### src/rtl/result_writer_pkg.sv
`default_nettype none
// +-------------------------------------------------------------------+
// | result_writer_pkg : shared types and sizes for result_writer      |
// | Rev 1.0                                                           |
// +-------------------------------------------------------------------+
package result_writer_pkg;

    typedef enum logic [1:0] {
        ST_IDLE    = 2'd0,
        ST_CAPTURE = 2'd1,
        ST_WRITE   = 2'd2,
        ST_DONE    = 2'd3
    } state_t;

    localparam int NUM_RESULTS = 8;
    localparam int AVM_DATA_W  = 64;
    localparam int IDX_W       = $clog2(NUM_RESULTS);

endpackage
`default_nettype wire

### src/rtl/result_writer.sv
`default_nettype none
// +-------------------------------------------------------------------+
// | result_writer : snapshots 8 MAC results, writes them over Avalon  |
// | Rev 1.0                                                           |
// +-------------------------------------------------------------------+
module result_writer
    import result_writer_pkg::*;
#(
    parameter int          DATA_WIDTH = 8,
    parameter logic [31:0] BASE_ADDR  = 32'h10
) (
    input  logic                      clk,
    input  logic                      rst_n,
    input  logic                      start,
    input  logic [DATA_WIDTH*3-1:0]   c_in [0:NUM_RESULTS-1],
    output logic                      done,
    output logic [31:0]               avm_address,
    output logic                      avm_write,
    output logic [AVM_DATA_W-1:0]     avm_writedata,
    input  logic                      avm_waitrequest,
    output logic [1:0]                dbg_state,
    output logic [IDX_W-1:0]          dbg_idx
);

    localparam int RES_W = DATA_WIDTH * 3;

    state_t              r_state;
    state_t              w_next_state;
    logic [IDX_W-1:0]    r_idx;
    logic [RES_W-1:0]    r_snapshot [0:NUM_RESULTS-1];
    logic                w_accept;
    logic                w_last;

    assign w_accept = (r_state == ST_WRITE) && !avm_waitrequest;
    assign w_last   = (r_idx == IDX_W'(NUM_RESULTS - 1));

    always_ff @(posedge clk or negedge rst_n) begin
        if (!rst_n) begin
            r_state <= ST_IDLE;
        end else begin
            r_state <= w_next_state;
        end
    end

    always_comb begin
        w_next_state = r_state;
        case (r_state)
            ST_IDLE:    if (start) w_next_state = ST_CAPTURE;
            ST_CAPTURE: w_next_state = ST_WRITE;
            ST_WRITE:   if (w_accept && w_last) w_next_state = ST_DONE;
            ST_DONE:    if (!start) w_next_state = ST_IDLE;
            default:    w_next_state = ST_IDLE;
        endcase
    end

    // Snapshot decouples the bus sequence from later activity on c_in.
    always_ff @(posedge clk or negedge rst_n) begin
        if (!rst_n) begin
            r_idx <= '0;
            for (int i = 0; i < NUM_RESULTS; i++) begin
                r_snapshot[i] <= '0;
            end
        end else if (r_state == ST_CAPTURE) begin
            r_idx <= '0;
            for (int i = 0; i < NUM_RESULTS; i++) begin
                r_snapshot[i] <= c_in[i];
            end
        end else if (w_accept && !w_last) begin
            r_idx <= r_idx + IDX_W'(1);
        end
    end

    always_comb begin
        avm_write     = 1'b0;
        avm_address   = '0;
        avm_writedata = '0;
        done          = (r_state == ST_DONE);
        if (r_state == ST_WRITE) begin
            avm_write     = 1'b1;
            avm_address   = BASE_ADDR + 32'(r_idx);
            avm_writedata = AVM_DATA_W'(r_snapshot[r_idx]);
        end
    end

    assign dbg_state = r_state;
    assign dbg_idx   = r_idx;

endmodule
`default_nettype wire
### config.mk
export PLATFORM = sky130hd
export DESIGN_NAME = result_writer
export DESIGN_NICKNAME = d
export VERILOG_FILES = /design/src/rtl/result_writer_pkg.sv /design/src/rtl/result_writer.sv
export SDC_FILE = /design/constraint.sdc
export NUM_CORES = 1
export LEC_CHECK = 0
export CAP_MARGIN = 20
export CORE_MARGIN = 5
export CORE_UTILIZATION = 40
export DETAILED_ROUTE_END_ITERATION = 8
export GPL_TIMING_DRIVEN = 1
export PLACE_DENSITY = 0.67
export SYNTH_ARGS = -nofsm -noshare
export SYNTH_HDL_FRONTEND = slang
export SYNTH_SLANG_ARGS = --single-unit
### constraint.sdc
create_clock -name clk -period 3 [get_ports clk]
set_input_delay 0.3 -clock clk [delete_from_list [all_inputs] [get_ports clk]]
set_output_delay 0.3 -clock clk [all_outputs]
set_load 0.01 [all_outputs]
==> metrics.md, run 1 <==
| Metric | Value |
|---|---|
| Status | `finished, final reports clean` |
| First-pass GRT wire length | `36.6 mm` |
| Largest net degree at the start of global routing | `71` |
| Post-Place Worst Slack | `0.538 ns` |
| Met1 Use GR | `0.255` |
| FF/Latch Area | `4930 um2` |
| CP endpoint | `avm_writedata[0]` |
| Setup TNS | `0 ns` |
| Fin. max-slew vios | `0` |
| Leak | `0.00509 uW` |
| Power per cell area | `981 nW/um2` |
| Grt met3 use | `0.0429` |
| DRC | `0` |
| WL/cell | `19.6 um` |
| Synthesized area per cell | `14.2 um2` |
| DP Area | `12,000 um2` |
| Antenna violations before repair | `4` |
| Core ar. | `23,500 um2` |
| GRT Total Usage | `0.179` |
| Routed WL | `24.2 mm` |
| Comb power frac | `0.432` |
| Crit path DAT | `2.51 ns` |
| Fraction of layout cells with a size suffix above 1 | `0.348` |
| Synth top cells by count | `mux2_2 (241), dfrtp_1 (197), buf_4 (69)` |
| Maximum clock path buffer count | `2` |
| Die height | `164 um` |
| Post-synthesis register bit count | `197` |
| Flop pwr share | `0.384` |
| Final period util | `0.937` |
| Critical path type | `reg -> out` |
| Buffers on Ports | `230` |
| Top-count cell post-synth | `mux2_2` |
| Launch point of the worst path | `dbg_idx[0]` |
| Total internal power | `8470 uW` |
| CP max stage delay | `0.62 ns` |
| HP Class | `in -> async` |
| Starting Density | `0.405` |
| Worst-Margin Slew | `0.710 ns` |
| Clk_lat worst skew | `0.43 ns` |
| Critical Path Sink Type | `primary output` |
| Clock buffer count from CTS | `17` |
| Post-route cell area | `12,600 um2` |
| TritonCTS Sinks | `197` |
| Switching component of the power | `3910 uW` |
| HPWL after DPL | `18.0 mm` |
| Top cell type's share of synthesized area | `0.518` |
| Power, Total | `12,400 uW` |
| Mapped Area | `9520 um2` |
| CP Launch Type | `flop` |
| PnR worst setup slack | `0.188 ns` |
| Reg-to-reg slack, setup | `0.85 ns` |
| Levels on crit path | `5` |
| Drt pass-1 iters | `4` |
| Layout Skew | `0.00766 ns` |
| FF-to-FF Start | `dbg_idx[1]` |
| Post-synthesis sequential area ratio | `0.518` |
| RSZ-0062 raised after global routing | `false` |
| GR peak layer | `met2` |
| Cell depth of the worst flop-to-flop path | `6` |
| Clock share of power | `0.184` |
| Switch share | `0.316` |
| Via count | `5,984` |
| Top cell type by total area after synthesis | `dfrtp_1` |
| P&R area growth vs syn | `32.5%` |
| CP max FO | `13` |
| Layout Nets | `1,100` |
| Placer congestion estimate | `0.783` |
| Peak VDD IR | `0.467 mV` |
| Clock-pin slew on the worst setup and hold paths | `0.08 ns` |
| H-tree level count | `4` |
| Row count | `56` |
| Post-Syn Instances | `672` |
| Final Hold Fails | `0` |
| Syn. warnings | `0` |
| Worst hold slack | `0.429 ns` |
| Final Critical Period | `2.81 ns` |
| Max Cap Violations | `0` |
| I/O pin count | `299` |
| Clock root buffer master | `clkbuf_16` |
| Ys async rst share | `1.00` |
| Area contributors post-synth | `dfrtp_1 (52%), mux2_2 (29%), buf_4 (5.4%)` |
| Number of synthesized flops with an enable pin | `0` |
| Vias per cell | `4.85` |
| Cell Chain, Critical Path | `buf_4 > mux4_1 > o22ai_1 > nor2_1 > clkdlybuf4s50_1` |
| R2R Path End | `dbg_idx[1]` |
| Max Fclk | `356 MHz` |
| Vias in the first global route | `6,275` |
| Initial DRC count | `267` |
| WP data required | `2.70 ns` |
| Multi-input logic area | `4090 um2` |
| Dominant synthesized flop cell | `dfrtp_1` |
| GR Util met2 | `0.272` |
| Die W | `164 um` |
| Slowest CP cell | `mux4_1` |
| Congestion Overflow GR | `0` |
| Worst rel slew slack | `0.526` |
| DRT antenna net count | `0` |
| Final number of setup-violating endpoints | `0` |
| Die Footprint | `27,000 um2` |
| Synth cell types | `26` |
| CTS tree | `yes` |
| CP bufs+invs | `2` |
| Top Family by Delay on Critical Path | `buffers and inverters` |
| Fill cell count | `2,041` |
==> per-stage QoR <==
step | util | instances
after global placement | 0.511 | 1196
after floorplan | - | 739
after detailed placement | 0.511 | 1196
final | 0.537 | 1233
after global routing | 0.537 | 1233
after CTS | 0.536 | 1229
==> power by group through the flow <==
stage	Combinational (uW)	Clock [uW]	Sequential (uW)
2_1_floorplan	3920	0	4510
3_3_place_gp	5270	0	4800
3_5_place_dp	5360	0	4810
4_1_cts	5390	2340	4760
5_1_grt	5790	2450	4920
6_report	5340	2270	4760
==> worst min path at each step <==
stage / slack, ns / to
after global routing: 0.45 / r_snapshot[162]
final: 0.43 / r_snapshot[78]
after CTS: 0.44 / r_snapshot[78]
after floorplan: 0.004 / dbg_idx[0]
after global placement: 0.35 / r_snapshot[79]
after detailed placement: 0.35 / r_snapshot[78]
==> final cells by class <==
type | count | area share
flip-flops and latches | 197 | 0.391
multi-input cells | 428 | 0.325
repair buffers | 252 | 0.205
clock buffers | 18 | 0.0348
well taps | 319 | 0.0316
clock inverters | 14 | 0.0119
inverters | 2 | 0.000595
diodes | 3 | 0.000595
==> worst reg2reg max path: cells and delay by family (launching register included) <==
family | cells | cell delay [ns]
DFF | 1 | 0.39
adders and majority gates | 2 | 0.47
muxes | 1 | 0.25
buffers and inverters | 1 | 0.26
and+or+nand+nor | 2 | 0.66
==> metal layers <==
| layer | vias up | routed length, um |
|---|---|---|
| li1 | 2745 | - |
| met1 | 3018 | 11200 |
| met2 | 197 | 11200 |
| met3 | 22 | 1530 |
| met4 | 2 | 318 |
| met5 | - | 11 |
==> cells in the final DEF (no fill, tap or decap), types with 11 or more instances in the layout <==
cell type / instances
mux4_2: 18
clkdlybuf4s50_1: 229
buf_4: 11
dfrtp_1: 195
mux2_2: 241
o22ai_1: 24
conb_1: 68
nor2_1: 27
clkbuf_16: 17
o21ai_0: 24
==> flip-flops by register name, indices dropped and copies added, names as in the netlist <==
signal,flops
dbg_idx,3
dbg_state,2
r_snapshot,192
==> what timing repair did <==
action / CTS / global route
buffers inserted: 0 / 1
hold buffers: 1 / 0
endpoints found under the hold margin: 67 / 0
setup endpoints to repair: 0 / 3
resized for setup: 0 / 2
==> cell families after synthesis <==
| logic type | share of synthesized area |
|---|---|
| fa+ha+maj | 0.00789 |
| flops | 0.518 |
| buf+inv | 0.0798 |
| mux | 0.346 |
| simple gates | 0.0158 |
| other cells | 0.000394 |
| xor+xnor | 0.000920 |
| compound gates | 0.0308 |
No activity file was read; power rests on OpenSTA's default activity.
==> inputs of run 2 (changes only) <==
Settings changed: PLACE_DENSITY 0.67 to 0.7.
Clock period 3 ns to 2.3 ns, I/O delays scaled along.
==> metrics.md, run 2 (same netlist as run 1, synthesis figures left out) <==
| Metric | Value |
|---|---|
| Status | `finished, violations left` |
| Failing checks | `setup timing` |
| CP endpoint | `avm_writedata[10]` |
| Comb power frac | `0.450 (+0.018)` |
| HP Class | `in -> async` |
| Switching component of the power | `5400 uW (+38%)` |
| Final Hold Fails | `0 (unchanged)` |
| Layout Nets | `1,127 (+2.5%)` |
| Most frequent cells in the layout | `mux2_2 (241), clkdlybuf4s50_1 (205), dfrtp_1 (194)` |
| Max Cap Violations | `0 (unchanged)` |
| Final number of setup-violating endpoints | `4 (+4)` |
| Die Footprint | `27,000 um2 (unchanged)` |
| Setup TNS | `-0.111 ns (-0.111 ns)` |
| DRT antenna net count | `0 (unchanged)` |
| Antenna violations before repair | `7 (+3)` |
| Switch share | `0.318 (+0.00251)` |
| Clk_lat worst skew | `0.43 ns (about the same)` |
| Most flops, register | `r_snapshot` |
| Starting Density | `0.405 (unchanged)` |
| Critical Path Sink Type | `primary output` |
| Critical path type | `reg -> out` |
| Final Critical Period | `2.35 ns` |
| Vias in the first global route | `6,444 (+2.7%)` |
| Placer congestion estimate | `0.792 (+1.1%)` |
| CP Launch Type | `flop` |
| PnR worst setup slack | `-0.0524 ns (-0.241 ns)` |
| RSZ-0062 raised after global routing | `true` |
| CP max FO | `6 (-7)` |
| Clock buffer count from CTS | `17 (unchanged)` |
| Row count | `56 (unchanged)` |
| Flop pwr share | `0.366 (-0.018)` |
| Peak VDD IR | `0.640 mV (+37%)` |
| Fraction of layout cells with a size suffix above 1 | `0.424 (+0.0763)` |
| First-pass GRT wire length | `37.5 mm (+2.5%)` |
| Clock share of power | `0.184 (about the same)` |
| Die height | `164 um (unchanged)` |
| Cell depth of the worst flop-to-flop path | `6 (unchanged)` |
| DRC | `0 (unchanged)` |
| Congestion Overflow GR | `0 (unchanged)` |
| I/O pin count | `299 (unchanged)` |
| Vias per cell | `4.81 (-0.99%)` |
| Largest net degree at the start of global routing | `65 (-8.5%)` |
| Fin. max-slew vios | `0 (unchanged)` |
| H-tree level count | `4 (unchanged)` |
| P&R area growth vs syn | `36.7%` |
| Routed WL | `25.0 mm (+3.1%)` |
| Layout Skew | `0.0143 ns (+0.00666 ns)` |
| Clock-pin slew on the worst setup and hold paths | `0.08 ns (about the same)` |
| GRT Total Usage | `0.183 (+0.00404)` |
| DP Area | `12,100 um2 (+0.90%)` |
| WL/cell | `19.8 um (+0.71%)` |
| Crit path DAT | `2.12 ns (-0.39 ns)` |
| Final period util | `1.02` |
| Maximum clock path buffer count | `2 (unchanged)` |
| Buffers on Ports | `230 (unchanged)` |
| Most common cell after layout, fill and taps aside | `mux2_2` |
| FF-to-FF Start | `dbg_idx[1]` |
| CTS tree | `yes` |
| Worst-Margin Slew | `0.546 ns (-0.164 ns)` |
| Number of flip-flops in the largest register | `192 (unchanged)` |
| Reg-to-reg slack, setup | `0.43 ns (-0.42 ns)` |
| Power per cell area | `1310 nW/um2 (+33%)` |
| Worst rel slew slack | `0.636 (+0.110)` |
| Initial DRC count | `226 (-15%)` |
| Leak | `0.00534 uW (+4.9%)` |
| HPWL after DPL | `18.0 mm (about the same)` |
| TritonCTS Sinks | `197 (unchanged)` |
| R2R Path End | `dbg_state[1]` |
| Post-route cell area | `13,000 um2 (+3.1%)` |
| Total internal power | `11,600 uW (+37%)` |
| Via count | `6,064 (+1.3%)` |
| Clock root buffer master | `clkbuf_16` |
| Launch point of the worst path | `dbg_idx[0]` |
| Die W | `164 um (unchanged)` |
| Core ar. | `23,500 um2 (unchanged)` |
| Max Fclk | `425 MHz` |
| WP data required | `2.07 ns (-0.63 ns)` |
| Drt pass-1 iters | `4 (unchanged)` |
-- run 2: cell types whose count changed in the layout (fill, tap and decap cells not counted), sizes merged --
| cell | previous run | this run |
|---|---|---|
| diode | 3 | 5 |
| bufinv | 0 | 2 |
| buf | 21 | 70 |
| inv | 10 | 8 |
| clkdlybuf4s50 | 229 | 205 |
| clkbuf | 19 | 21 |
-- run 2: cell type report --
class / instances / area (um2)
Timing Repair Buffer: 279 / 2790
Inverter: 2 / 7.51
Sequential cell: 197 / 4940
Clock inverter: 14 / 190
Fill cell: 2003 / 10500
Clock buffer: 18 / 429
Tap cell: 319 / 399
Antenna cell: 5 / 12.5
Multi-Input combinational cell: 428 / 4240
-- run 2: stage by stage --
stage | hold slack (ns) | std cells | util | worst slack, ns | power [uW]
after global placement | 0.263 | 1207 | 0.515 | 0.0659 | 13300
after floorplan | -0.0656 | 739 | - | 0.518 | 11000
final | 0.333 | 1262 | 0.554 | -0.0524 | 17000
after detailed placement | 0.252 | 1207 | 0.515 | 0.0119 | 13400
after CTS | 0.341 | 1257 | 0.550 | -0.126 | 16900
after global routing | 0.381 | 1261 | 0.554 | -0.163 | 18000
-- run 2: power by group through the flow --
| stage | clock, uW | combinational (uW) | sequential, uW |
|---|---|---|---|
| after floorplan | 0 | 5110 | 5890 |
| after global placement | 0 | 7030 | 6230 |
| after detailed placement | 0 | 7160 | 6260 |
| after CTS | 3220 | 7490 | 6200 |
| after global routing | 3350 | 8220 | 6410 |
| final | 3120 | 7640 | 6210 |
-- run 2: how the worst min path moves through the flow --
stage	from	endpoint	slack, ns	cells past startpoint
final	rst_n	r_snapshot[78]	0.33	2
after global routing	rst_n	r_snapshot[78]	0.38	2
after CTS	rst_n	r_snapshot[78]	0.34	2
after detailed placement	rst_n	r_snapshot[78]	0.25	1
after global placement	rst_n	r_snapshot[78]	0.26	1
after floorplan	rst_n	dbg_idx[0]	-0.07	0
-- run 2: worst max-delay path: stages, from the launching register on --
cell	delay, ns
dfrtp_2	0.44
buf_12	0.14
buf_12	0.13
buf_6	0.11
mux4_2	0.42
o22ai_2	0.16
buf_6	0.14
nor2_4	0.03
buf_6	0.12
-- run 2: metal layers --
layer  vias to the layer above  GRT usage  wire length (um)
met5                         -          0                41
met4                         6     0.0442               255
met3                        19     0.0527              1820
met2                       179      0.272             11400
met1                      3064      0.266             11500
li1                       2796          -                 -
-- run 2: timing repair --
action | CTS | global route
endpoints found under the hold margin | 60 | 0
hold buffers | 1 | 0
endpoints found under the setup margin | 24 | 26
resized for setup | 123 | 34
pin swaps | 15 | 17
gates cloned | 3 | 1
buffers inserted | 14 | 3
==> inputs of run 3 (changes only) <==
Settings changed: RECOVER_POWER set to 50.
==> metrics.md, run 3 (same netlist as run 1, synthesis figures left out) <==
| Metric | Value |
|---|---|
| Die Footprint | `27,000 um2 (unchanged)` |
| Routed WL | `24.9 mm (-0.21%)` |
| Critical Path Sink Type | `primary output` |
| TritonCTS Sinks | `197 (unchanged)` |
| Leak | `0.00533 uW (-0.21%)` |
| DRC | `0 (unchanged)` |
| Clock-pin slew on the worst setup and hold paths | `0.08 ns (about the same)` |
| H-tree level count | `4 (unchanged)` |
| WP data required | `2.07 ns (about the same)` |
| FF/Latch Area | `4940 um2 (unchanged)` |
| Fraction of layout cells with a size suffix above 1 | `0.424 (unchanged)` |
| Peak VDD IR | `0.640 mV (about the same)` |
| HP Class | `in -> reg` |
| Cell Chain, Critical Path | `buf_12 > buf_12 > buf_6 > mux4_2 > o22ai_2 > buf_6 > nor2_4 > buf_6` |
| Power per cell area | `1310 nW/um2 (+0.20%)` |
| Final cell count without fillers | `1,262 (unchanged)` |
| First-pass GRT wire length | `37.5 mm (unchanged)` |
| DRT antenna net count | `0 (unchanged)` |
| Drt pass-1 iters | `4 (unchanged)` |
| Cell depth of the worst flop-to-flop path | `4 (-2)` |
| Multi-input logic area | `4230 um2 (-0.24%)` |
| CP Launch Type | `flop` |
| I/O pin count | `299 (unchanged)` |
| CP max FO | `6 (unchanged)` |
| Initial DRC count | `233 (+3.1%)` |
| Hold Path Depth | `2` |
| Layout Nets | `1,127 (unchanged)` |
| Most frequent cells in the layout | `mux2_2 (241), clkdlybuf4s50_1 (205), dfrtp_1 (194)` |
| Slowest CP cell | `dfrtp_2` |
| Clk_lat worst skew | `0.43 ns (about the same)` |
| Fin. max-slew vios | `65 (+65)` |
| Vias in the first global route | `6,444 (unchanged)` |
| Most common cell after layout, fill and taps aside | `mux2_2` |
| CTS tree | `yes` |
| Critical path type | `reg -> out` |
| Crit path DAT | `2.13 ns (about the same)` |
| Worst hold slack | `0.403 ns (+0.0702 ns)` |
| Max Cap Violations | `1 (+1)` |
| Top Family by Delay on Critical Path | `buffers and inverters` |
| GRT Total Usage | `0.183 (unchanged)` |
| Most flops, register | `r_snapshot` |
| Die height | `164 um (unchanged)` |
| Worst path most repeated cell | `buf_6` |
| Number of flip-flops in the largest register | `192 (unchanged)` |
| Largest net degree at the start of global routing | `65 (unchanged)` |
| Starting Density | `0.405 (unchanged)` |
| Max Fclk | `424 MHz (-0.18%)` |
| Final period util | `1.02 (+0.00181)` |
| HPWL after DPL | `18.0 mm (unchanged)` |
| Final Critical Period | `2.36 ns (+0.00417 ns)` |
| Congestion Overflow GR | `0 (unchanged)` |
| PnR worst setup slack | `-0.0566 ns (-0.00417 ns)` |
| Vias per cell | `4.81 (+0.18%)` |
| Dpl cells | `1,207 (unchanged)` |
| Layout Skew | `0.0136 ns (-0.000680 ns)` |
| Core ar. | `23,500 um2 (unchanged)` |
| Clock buffer count from CTS | `17 (unchanged)` |
| Maximum clock path buffer count | `2 (unchanged)` |
| Levels on crit path | `8 (unchanged)` |
| Final Hold Fails | `0 (unchanged)` |
| RSZ-0062 raised after global routing | `true` |
| Fill cell count | `2,007 (+0.20%)` |
| Via count | `6,075 (+0.18%)` |
| Placer congestion estimate | `0.792 (unchanged)` |
| Final number of setup-violating endpoints | `5 (+1)` |
| CP bufs+invs | `5 (unchanged)` |
| WL/cell | `19.7 um (-0.21%)` |
| Worst-Margin Slew | `1.63 ns (+1.08 ns)` |
| Row count | `56 (unchanged)` |
| Worst rel slew slack | `-0.0839 (-0.720)` |
| CP max stage delay | `0.44 ns (about the same)` |
| Status | `finished, violations left` |
| Clock root buffer master | `clkbuf_16` |
| P&R area growth vs syn | `36.3%` |
| Antenna violations before repair | `7 (unchanged)` |
| Die W | `164 um (unchanged)` |
| Failing checks | `capacitance limit, slew limit, setup timing` |
| Buffers on Ports | `230 (unchanged)` |
## run 3: cell count changes in the layout (fill, tap and decap cells not counted), sizes merged
cell	previous run	this run
clkbuf	21	22
buf	70	69
## run 3: through the flow
step / utilization / power, uW / setup TNS [ns] / worst slack (ns) / instance area, um2
2_1_floorplan: - / 11000 / 0 / 0.518 / 9770
3_3_place_gp: 0.515 / 13300 / 0 / 0.0659 / 12100
3_5_place_dp: 0.515 / 13400 / 0 / 0.0119 / 12100
4_1_cts: 0.550 / 16900 / -0.733 / -0.126 / 12900
5_1_grt: 0.552 / 18000 / -1.47 / -0.163 / 13000
6_report: 0.553 / 17000 / -0.121 / -0.0566 / 13000
## run 3: layout make-up
class | count | share of cell area
multi-input cells | 428 | 0.326
well taps | 319 | 0.0308
diodes | 5 | 0.000965
repair buffers | 279 | 0.213
inverters | 2 | 0.000579
clock buffers | 18 | 0.0331
clock inverters | 14 | 0.0147
flip-flops and latches | 197 | 0.381
## run 3: layer usage
layer,track usage,share of wire
met5,0,0.0016
met4,0.0442,0.0096
met3,0.0527,0.067
met2,0.272,0.46
met1,0.266,0.46
## run 3: final timing paths
kind,start,slack [ns],to
min,c_in[81],0.40,r_snapshot[81]
max in group asynchronous,rst_n,0.33,dbg_idx[2]
min in group asynchronous,rst_n,0.73,r_snapshot[78]
min reg2reg,r_snapshot[42],0.50,r_snapshot[42]
max,dbg_idx[0],-0.06,avm_writedata[10]
max reg2reg,dbg_state[1],0.27,r_snapshot[165]
## run 3: where the power goes
group / internal, uW / total [uW] / leakage [uW] / switching [uW]
registers: 5270 / 6220 / 0.00232 / 943
logic: 4620 / 7620 / 0.00272 / 3000
clock network: 1670 / 3130 / 0.000296 / 1460
total: 11600 / 17000 / 0.00533 / 5400
## run 3: worst register-to-register path, stage by stage, from the launching register on
cell	delay, ns
dfrtp_1	0.44
inv_1	0.11
ha_2	0.61
buf_12	0.34
mux2_2	0.41
## run 3: timing repair
item | 4_1_cts | 5_1_grt
hold buffers | 1 | 0
gates cloned | 3 | 1
pin swaps | 15 | 17
resized for setup | 123 | 34
endpoints found under the setup margin | 24 | 26
hold endpoints to repair | 60 | 0
buffers inserted | 14 | 3
